==> src/rtl/rx_xgmii_pack.sv <==
// Packs 32-bit XGMII words into 64-bit words, with /S/ forced into lane 0.
// Define RX_PACK_REALIGN_CNT_EN to build the realignment counter.
module rx_xgmii_pack #(
  parameter logic [7:0] START_CHAR = 8'hDF,
  parameter logic [7:0] IDLE_CHAR  = 8'hE0,
  parameter logic [7:0] ERROR_CHAR = 8'h7F,
  parameter int unsigned CNT_W     = 16
) (
  input  logic             rxclk_2x,
  input  logic             reset_out,
  input  logic [31:0]      rxd_in,
  input  logic [3:0]       rxc_in,
  output logic [63:0]      rxd64,
  output logic [7:0]       rxc8,
  output logic             rxd64_valid,
  output logic             align_err,
  output logic [CNT_W-1:0] realign_cnt
);

  typedef enum logic {
    LO = 1'b0,
    HI = 1'b1
  } phase_t;

  phase_t      phase;
  logic [31:0] lo_d;
  logic [3:0]  lo_c;
  logic [31:0] wd;
  logic [3:0]  mis;
  logic        start;
  logic        realign;

  // a /S/ outside lane 0 can never be framed correctly; poison it
  always_comb begin
    wd  = rxd_in;
    mis = '0;
    for (int n = 1; n < 4; n++) begin
      if (rxc_in[n] && (rxd_in[8*n +: 8] == START_CHAR)) begin
        mis[n]         = 1'b1;
        wd[8*n +: 8]   = ERROR_CHAR;
      end
    end
  end

  assign start   = rxc_in[0] && (rxd_in[7:0] == START_CHAR);
  assign realign = (phase == HI) && start;

  always_ff @(posedge rxclk_2x or posedge reset_out) begin
    if (reset_out) begin
      phase       <= LO;
      lo_d        <= {4{IDLE_CHAR}};
      lo_c        <= 4'hF;
      rxd64       <= {8{IDLE_CHAR}};
      rxc8        <= 8'hFF;
      rxd64_valid <= 1'b0;
      align_err   <= 1'b0;
    end else begin
      align_err   <= |mis;
      rxd64_valid <= 1'b0;
      unique case (phase)
        LO: begin
          lo_d  <= wd;
          lo_c  <= rxc_in;
          phase <= HI;
        end
        HI: begin
          rxd64_valid <= 1'b1;
          if (start) begin
            // flush the orphan half, start word becomes new low half
            rxd64 <= {{4{IDLE_CHAR}}, lo_d};
            rxc8  <= {4'hF, lo_c};
            lo_d  <= wd;
            lo_c  <= rxc_in;
            phase <= HI;
          end else begin
            rxd64 <= {wd, lo_d};
            rxc8  <= {rxc_in, lo_c};
            phase <= LO;
          end
        end
        default: phase <= LO;
      endcase
    end
  end

`ifdef RX_PACK_REALIGN_CNT_EN
  logic [CNT_W-1:0] cnt;

  always_ff @(posedge rxclk_2x or posedge reset_out) begin
    if (reset_out) begin
      cnt <= '0;
    end else if (realign && (cnt != {CNT_W{1'b1}})) begin
      cnt <= cnt + 1'b1;
    end
  end

  assign realign_cnt = cnt;
`else
  logic unused_realign;

  assign unused_realign = realign;
  assign realign_cnt    = '0;
`endif

endmodule

==> config.mk <==
export PLATFORM = sky130hd
export DESIGN_NAME = rx_xgmii_pack
export DESIGN_NICKNAME = d
export VERILOG_FILES = /design/src/rtl/rx_xgmii_pack.sv
export SDC_FILE = /design/constraint.sdc
export NUM_CORES = 1
export LEC_CHECK = 0
export CORE_AREA = 2 2 127 92
export CTS_CLUSTER_SIZE = 12
export DETAILED_ROUTE_END_ITERATION = 16
export DIE_AREA = 0 0 129 94
export GPL_ROUTABILITY_DRIVEN = 0
export PLACE_DENSITY = 0.72
export RECOVER_POWER = 25
export SYNTH_ARGS = -nofsm -noshare
export SYNTH_HDL_FRONTEND = slang
export SYNTH_SLANG_ARGS = --single-unit
==> constraint.sdc <==
create_clock -name rxclk_2x -period 3.7 [get_ports rxclk_2x]
set_clock_uncertainty 0.2 [all_clocks]
set_input_delay 0.74 -clock rxclk_2x [delete_from_list [all_inputs] [get_ports rxclk_2x]]
set_output_delay 0.74 -clock rxclk_2x [all_outputs]
set_load 0.05 [all_outputs]
-- Yosys cells after proc, flatten, opt, wreduce, memory -nomap -nowiden
Index checks and enable logic that the tools add are counted.
- flip-flop bits (word level): 111
- input port bits: 38
- output and inout port bits: 90
- equal/unequal tests: 5
- mux-type cells: 15
- bitwise logic cells: 1
- reduce and logical (&&, ||, !) cells: 5
- operators with widths (cell ; number):
    2-to-1 mux 64 bit ; 1
    one-hot mux 32 bit (2 select lines) ; 1
    equality test 8 bit, second input constant ; 4
    2-to-1 mux 32 bit ; 1
    2-to-1 mux 8 bit ; 4
    one-hot mux 4 bit (2 select lines) ; 1
    2-to-1 mux 1 bit ; 5
    logical AND 1 bit ; 4
    2-to-1 mux 4 bit ; 1
    OR reduction 3 bit ; 1
    != test 2 x 1 -> 1 bit, second input constant ; 1
    one-hot mux 1 bit (2 select lines) ; 1
    NOT 1 bit ; 1

-- Logic depth before layout (Yosys ltp)
- depth in word-level cells: 5
- mapped depth: 6
- gate-level depth less buffers: 4

-- Least setup slack after synthesis
Ideal clock, no wire load.
- path kind: input port to flip-flop
- start point: input port rxd_in[5]
- end point: register lo_d[28]
- setup time: 127 ps
- data arrival time: 1997 ps
- path slack: 1375 ps
- stages: 6
- buffers on the path: 2
- path through: nand2b_1 o41a_1 inv_2 buf_6 buf_6 mux2_1
- cells in the longest elaborated chain, start to end: 3
- ends and longest elaborated chain (element ; RTL line ; RTL):
    start: declaration ; 11 ; input logic [31:0] rxd_in,
    equality test 8 bit ; 45 ; assign start = rxc_in[0] && (rxd_in[7:0] == START_CHAR);
    logical AND 1 bit ; 45 ;
    != test 2 x 1 -> 1 bit (no source line) ; -- ;
    end signal: assignment ; 51 ; lo_d <= {4{IDLE_CHAR}};
    end signal: assignment ; 62 ; lo_d <= wd;
    end signal: assignment ; 72 ; lo_d <= wd;
    end: declaration ; 26 ; logic [31:0] lo_d;
No other way between the ends.
A chain may end at the register's enable or synchronous reset.

-- Worst setup path after layout
- start point: input port rxd_in[5]
- end point: register lo_d[20]
The elaborated chain is that of the path after synthesis.

==> results.md <==
Run status:
- The flow ran to the end, and the final reports show no timing, DRC or antenna violations.

STA:
- The transition at the pin with the smallest max-transition slack is 1.48 ns.
- The number of hold-slack violations in the final timing report is 0.
- The smallest clock period supported by the final layout is computed as 2.71 ns.
- The final count of negative-setup-slack endpoints is 0.
- The final sum of negative setup slack is 0 ns.
- Headroom to the max-slew limit came out at 0.0106.
- Setup repair after global routing left no endpoint under its margin.
- The final count of pins violating max slew is 0.
- In the finished design, the share of the clock period the worst path needs comes to 0.732.
- Static timing analysis puts the maximum clock frequency at 0.369 GHz.
- On the final layout, the worst hold slack is 0.275 ns.

Synth:
- The synthesized netlist cell count is 286.
- Ranked by total cell area, the synthesized netlist is headed by sky130_fd_sc_hd__dfrtp_1 36%, sky130_fd_sc_hd__dfstp_2 29%, sky130_fd_sc_hd__mux2_2 14%, sky130_fd_sc_hd__mux2_1 4.1%, sky130_fd_sc_hd__a22o_1 4.0%.
- The cell taking the most area after synthesis is sky130_fd_sc_hd__dfrtp_1.
- During synthesis, Yosys emitted a total of 0 warnings.
- Synthesis inferred 111 register bits.
- The register area share after synthesis is 0.650.
- A synthesized cell averages 15.3 um^2.
- The synthesized netlist occupies a cell area of 0.00436 mm^2.
- In this run, distinct cell masters in the synthesized netlist total 29.
- The share of the synthesized area in the top cell type is 0.361.

Place:
- Once placement finished, the instance area stood at 0.00557 mm^2.
- In this run the tool buffered the top-level ports with 111 buffer cells.
- The detailed-placement wirelength estimate is 6.56 mm.

Finish:
- The area occupied by registers is 0.00284 mm^2.
- The count of filler cells inserted in the layout is 911.
- The net count of the finished layout is 435.
- The count of inserted antenna diode cells is 0.
- After routing the design area is 0.00586 mm^2.
- From synthesis to final layout, the design area changed by 34.3%.
- In the final layout, the multi-input gates occupy 0.00134 mm^2.
- The fraction of layout instances using a drive strength above 1 is 0.313.

Clock tree:
- The clock tree from TritonCTS is yes.
- The clock passes through at most 2 buffers.
- For this design, the sink count on the clock tree is 111.
- The total of cells resized after clock tree synthesis is 0.
- The number of clock buffers added by TritonCTS is 9.
- The root buffer cell chosen for the clock tree is sky130_fd_sc_hd__clkbuf_16.
- The clock latency on the worst-skew pair is 0.34 ns.
- The hold-fix buffer count after cts is 0.
- The post-CTS setup-driven buffer insertion count is 0.
- After clock tree synthesis, the clock-pin slew on the worst setup and hold paths is 0.07 ns.
- The maximum level of the CTS H-tree is 3.

Min path:
- In this run the most critical hold path is launched from lo_d[23]$_DFFE_PP1P_.
- The worst hold path passes through 2 cells.
- The worst hold-check path type is flip-flop to flip-flop.
- The endpoint of the worst hold-timing path is lo_d[23]$_DFFE_PP1P_.

Pwr:
- Of the total power, the clock network draws 0.317.
- Of the total power, combinational logic draws 0.219.
- Of the total power, the share spent switching nets is 0.293.
- The static leakage power is 2.38 nW.
- The power per standard cell area is 523 mW/mm^2.
- Across the VDD grid, the largest voltage drop is 0.000255 V.
- The internal power of the cells totals 0.00217 W.
- Of the total power, registers draw 0.464.
- For this design the total switching power over the nets is 0.000900 W.

Setup path:
- The number of cells on the worst reg-to-reg path is 2.
- For the worst setup path, the data required time is 3.73 ns.
- The worst setup path is of the input port to flip-flop kind.
- Walking the worst path, the cells encountered are clkdlybuf4s50_1 > nand2b_1 > o41a_1 > inv_2 > buf_12 > mux2_2.
- The largest stage delay on the critical path is 0.45 ns.
- The startpoint identified for the worst register-to-register timing path is phase$_DFF_PP0_.
- On the critical path, the stage with the largest delay is an instance of sky130_fd_sc_hd__o41a_1.
- The kind of capture point of the worst setup path is a flip-flop.
- The destination of the worst register-to-register timing path is rxd64[36]$_DFFE_PP0P_.
- The setup slack on the worst flop-to-flop path is 1.15 ns.
- The largest fanout on the critical path is 31.
- STA classifies the critical path startpoint as an input port.
- For the worst setup path, the data arrival time is 2.74 ns.

Route:
- The post-detailed-route via-to-cell ratio is 4.85.
- The detailed router placed 2689 vias in this run.
- For this run, design rule violations remaining after detail routing come to 0.
- The detail-routed net length per standard cell is 17.2 um.
- The violation count after the first detailed-routing iteration is 134.
- The count of nets left with antenna violations once routing finished came out at 0.
- The number of optimization iterations in the first detailed-route pass is 4.
- For this block, the routed nets add up to 9.53 mm of wire.

Floorplanning:
- The floorplan core area is 0.0109 mm^2.
- The number of placed I/O pins is 128.
- The width of the chip is 129 um.
- The floorplan die area is 0.0121 mm^2.
- In this run the core area contains 32 standard-cell rows.
- The initial utilization of the core area, before any placement, comes to 0.402.
- The die height is 94 um.

Global route:
- The number of antenna violations at the first check in global routing is 0.
- The via count of the first global-routing pass is 2740.
- The first global-routing pass estimated 15.0 mm of wire.
- Global routing finished with a remaining overflow of 0.
- The largest net degree at the start of global routing is 61.
- In the global route stage, overall resource usage came out at 0.165.

Flow run:
- The number of maximum-capacitance constraint violations is 0.
[final cells by class]
type,instances,area share
multi-input combinational,151,0.229
sequential,111,0.484
clock buffer,12,0.0438
timing repair buffer,116,0.197
clock inverter,4,0.00768
tap,153,0.0327
inverter,8,0.00576
[critical path: cells and delay by family]
| kind | cells | cell delay [ns] |
|---|---|---|
| and+or+nand+nor | 1 | 0.16 |
| AOI/OAI and AO/OA | 1 | 0.45 |
| buffers and inverters | 3 | 1.01 |
| muxes | 1 | 0.35 |
[cells in the final DEF, fill, tap and decap left out, drive strengths merged]
master / netlist / final
clkbuf: 5 / 14
bufinv: 0 / 1
o21ai: 1 / 1
buf: 26 / 3
clkinvlp: 0 / 1
clkinv: 0 / 3
o21bai: 1 / 1
dlygate4sd3: 0 / 1
nand2b: 3 / 3
inv: 8 / 7
dfstp: 48 / 48
nand4b: 1 / 1
nand2: 2 / 2
dfrtp: 63 / 63
a211o: 1 / 1
a22o: 20 / 20
o41a: 1 / 1
o31ai: 4 / 4
o22a: 10 / 10
a21oi: 3 / 3
clkdlybuf4s50: 0 / 110
nand4: 4 / 4
conb: 1 / 16
mux2i: 3 / 3
nor3: 2 / 2
mux2: 72 / 72
nand3: 3 / 3
nor2: 4 / 4
[worst max path at each step]
stage	from	endpoint	slack, ns
global route	rxd_in[3]	lo_d[19]$_DFFE_PP0P_	0.90
global placement	rxd_in[5]	lo_d[18]$_DFFE_PP0P_	0.66
floorplan	rxd_in[5]	lo_d[28]$_DFFE_PP0P_	1.38
finish	rxd_in[5]	lo_d[20]$_DFFE_PP0P_	0.99
detailed placement	rxd_in[5]	lo_d[20]$_DFFE_PP0P_	0.64
CTS	rxd_in[5]	lo_d[24]$_DFFE_PP0P_	1.01
[cells in the mapped netlist]
master / instances
sky130_fd_sc_hd__nand3_1: 3
sky130_fd_sc_hd__a211o_1: 1
sky130_fd_sc_hd__a21oi_1: 3
sky130_fd_sc_hd__buf_6: 2
sky130_fd_sc_hd__o31ai_1: 4
sky130_fd_sc_hd__nand4_1: 4
sky130_fd_sc_hd__mux2i_1: 3
sky130_fd_sc_hd__o21ai_0: 1
sky130_fd_sc_hd__buf_4: 18
sky130_fd_sc_hd__clkbuf_1: 5
sky130_fd_sc_hd__o21bai_1: 1
sky130_fd_sc_hd__a22o_1: 20
sky130_fd_sc_hd__o41a_1: 1
sky130_fd_sc_hd__nand2_1: 2
sky130_fd_sc_hd__nand2b_1: 3
sky130_fd_sc_hd__mux2_1: 16
sky130_fd_sc_hd__dfstp_2: 48
sky130_fd_sc_hd__mux2_2: 56
sky130_fd_sc_hd__nand4b_1: 1
sky130_fd_sc_hd__nor2_1: 4
sky130_fd_sc_hd__buf_2: 1
sky130_fd_sc_hd__buf_8: 1
sky130_fd_sc_hd__dfrtp_1: 63
sky130_fd_sc_hd__buf_1: 4
sky130_fd_sc_hd__inv_1: 7
sky130_fd_sc_hd__nor3_1: 2
sky130_fd_sc_hd__inv_2: 1
sky130_fd_sc_hd__o22a_1: 10
sky130_fd_sc_hd__conb_1: 1
[per-stage QoR]
stage,utilization,instances,setup WS (ns),power [W]
2_1_floorplan,-,301,1.38,0.00189
3_3_place_gp,0.513,539,0.662,0.00211
3_5_place_dp,0.513,539,0.642,0.00212
4_1_cts,0.541,555,1.01,0.00311
5_1_grt,0.540,555,0.902,0.00320
6_report,0.540,555,0.990,0.00307
[cell families (layout without fill, tap and decap cells)]
family | count (synthesis) | in the layout | synth area share
other cells | 1 | 16 | 0.000859
buf+inv | 39 | 140 | 0.0553
compound gates | 41 | 41 | 0.0780
flops | 111 | 111 | 0.650
mux | 75 | 75 | 0.193
simple gates | 19 | 19 | 0.0229
[power groups by stage]
stage / clock network, W / logic (W) / registers [W]
after floorplan: 0 / 0.000211 / 0.00168
after detailed placement: 0 / 0.000677 / 0.00144
final: 0.000974 / 0.000671 / 0.00142
after global placement: 0 / 0.000669 / 0.00144
after global routing: 0.00106 / 0.000705 / 0.00144
after CTS: 0.00101 / 0.000678 / 0.00142
[state kept, by name, summed over array words and instances, names as in the netlist]
register and cells:
rxc8 8, phase 1, rxd64 64, lo_d 32
align_err 1, lo_c 4, rxd64_valid 1
[metal layers]
| layer | up-vias | wire, um | global-route usage |
|---|---|---|---|
| li1 | 1224 | - | - |
| met1 | 1368 | 4620 | 0.235 |
| met2 | 89 | 4130 | 0.234 |
| met3 | 8 | 701 | 0.0649 |
| met4 | 0 | 75 | 0.0489 |
| met5 | - | 0 | 0 |
No activity file was read; power rests on OpenSTA's default activity.
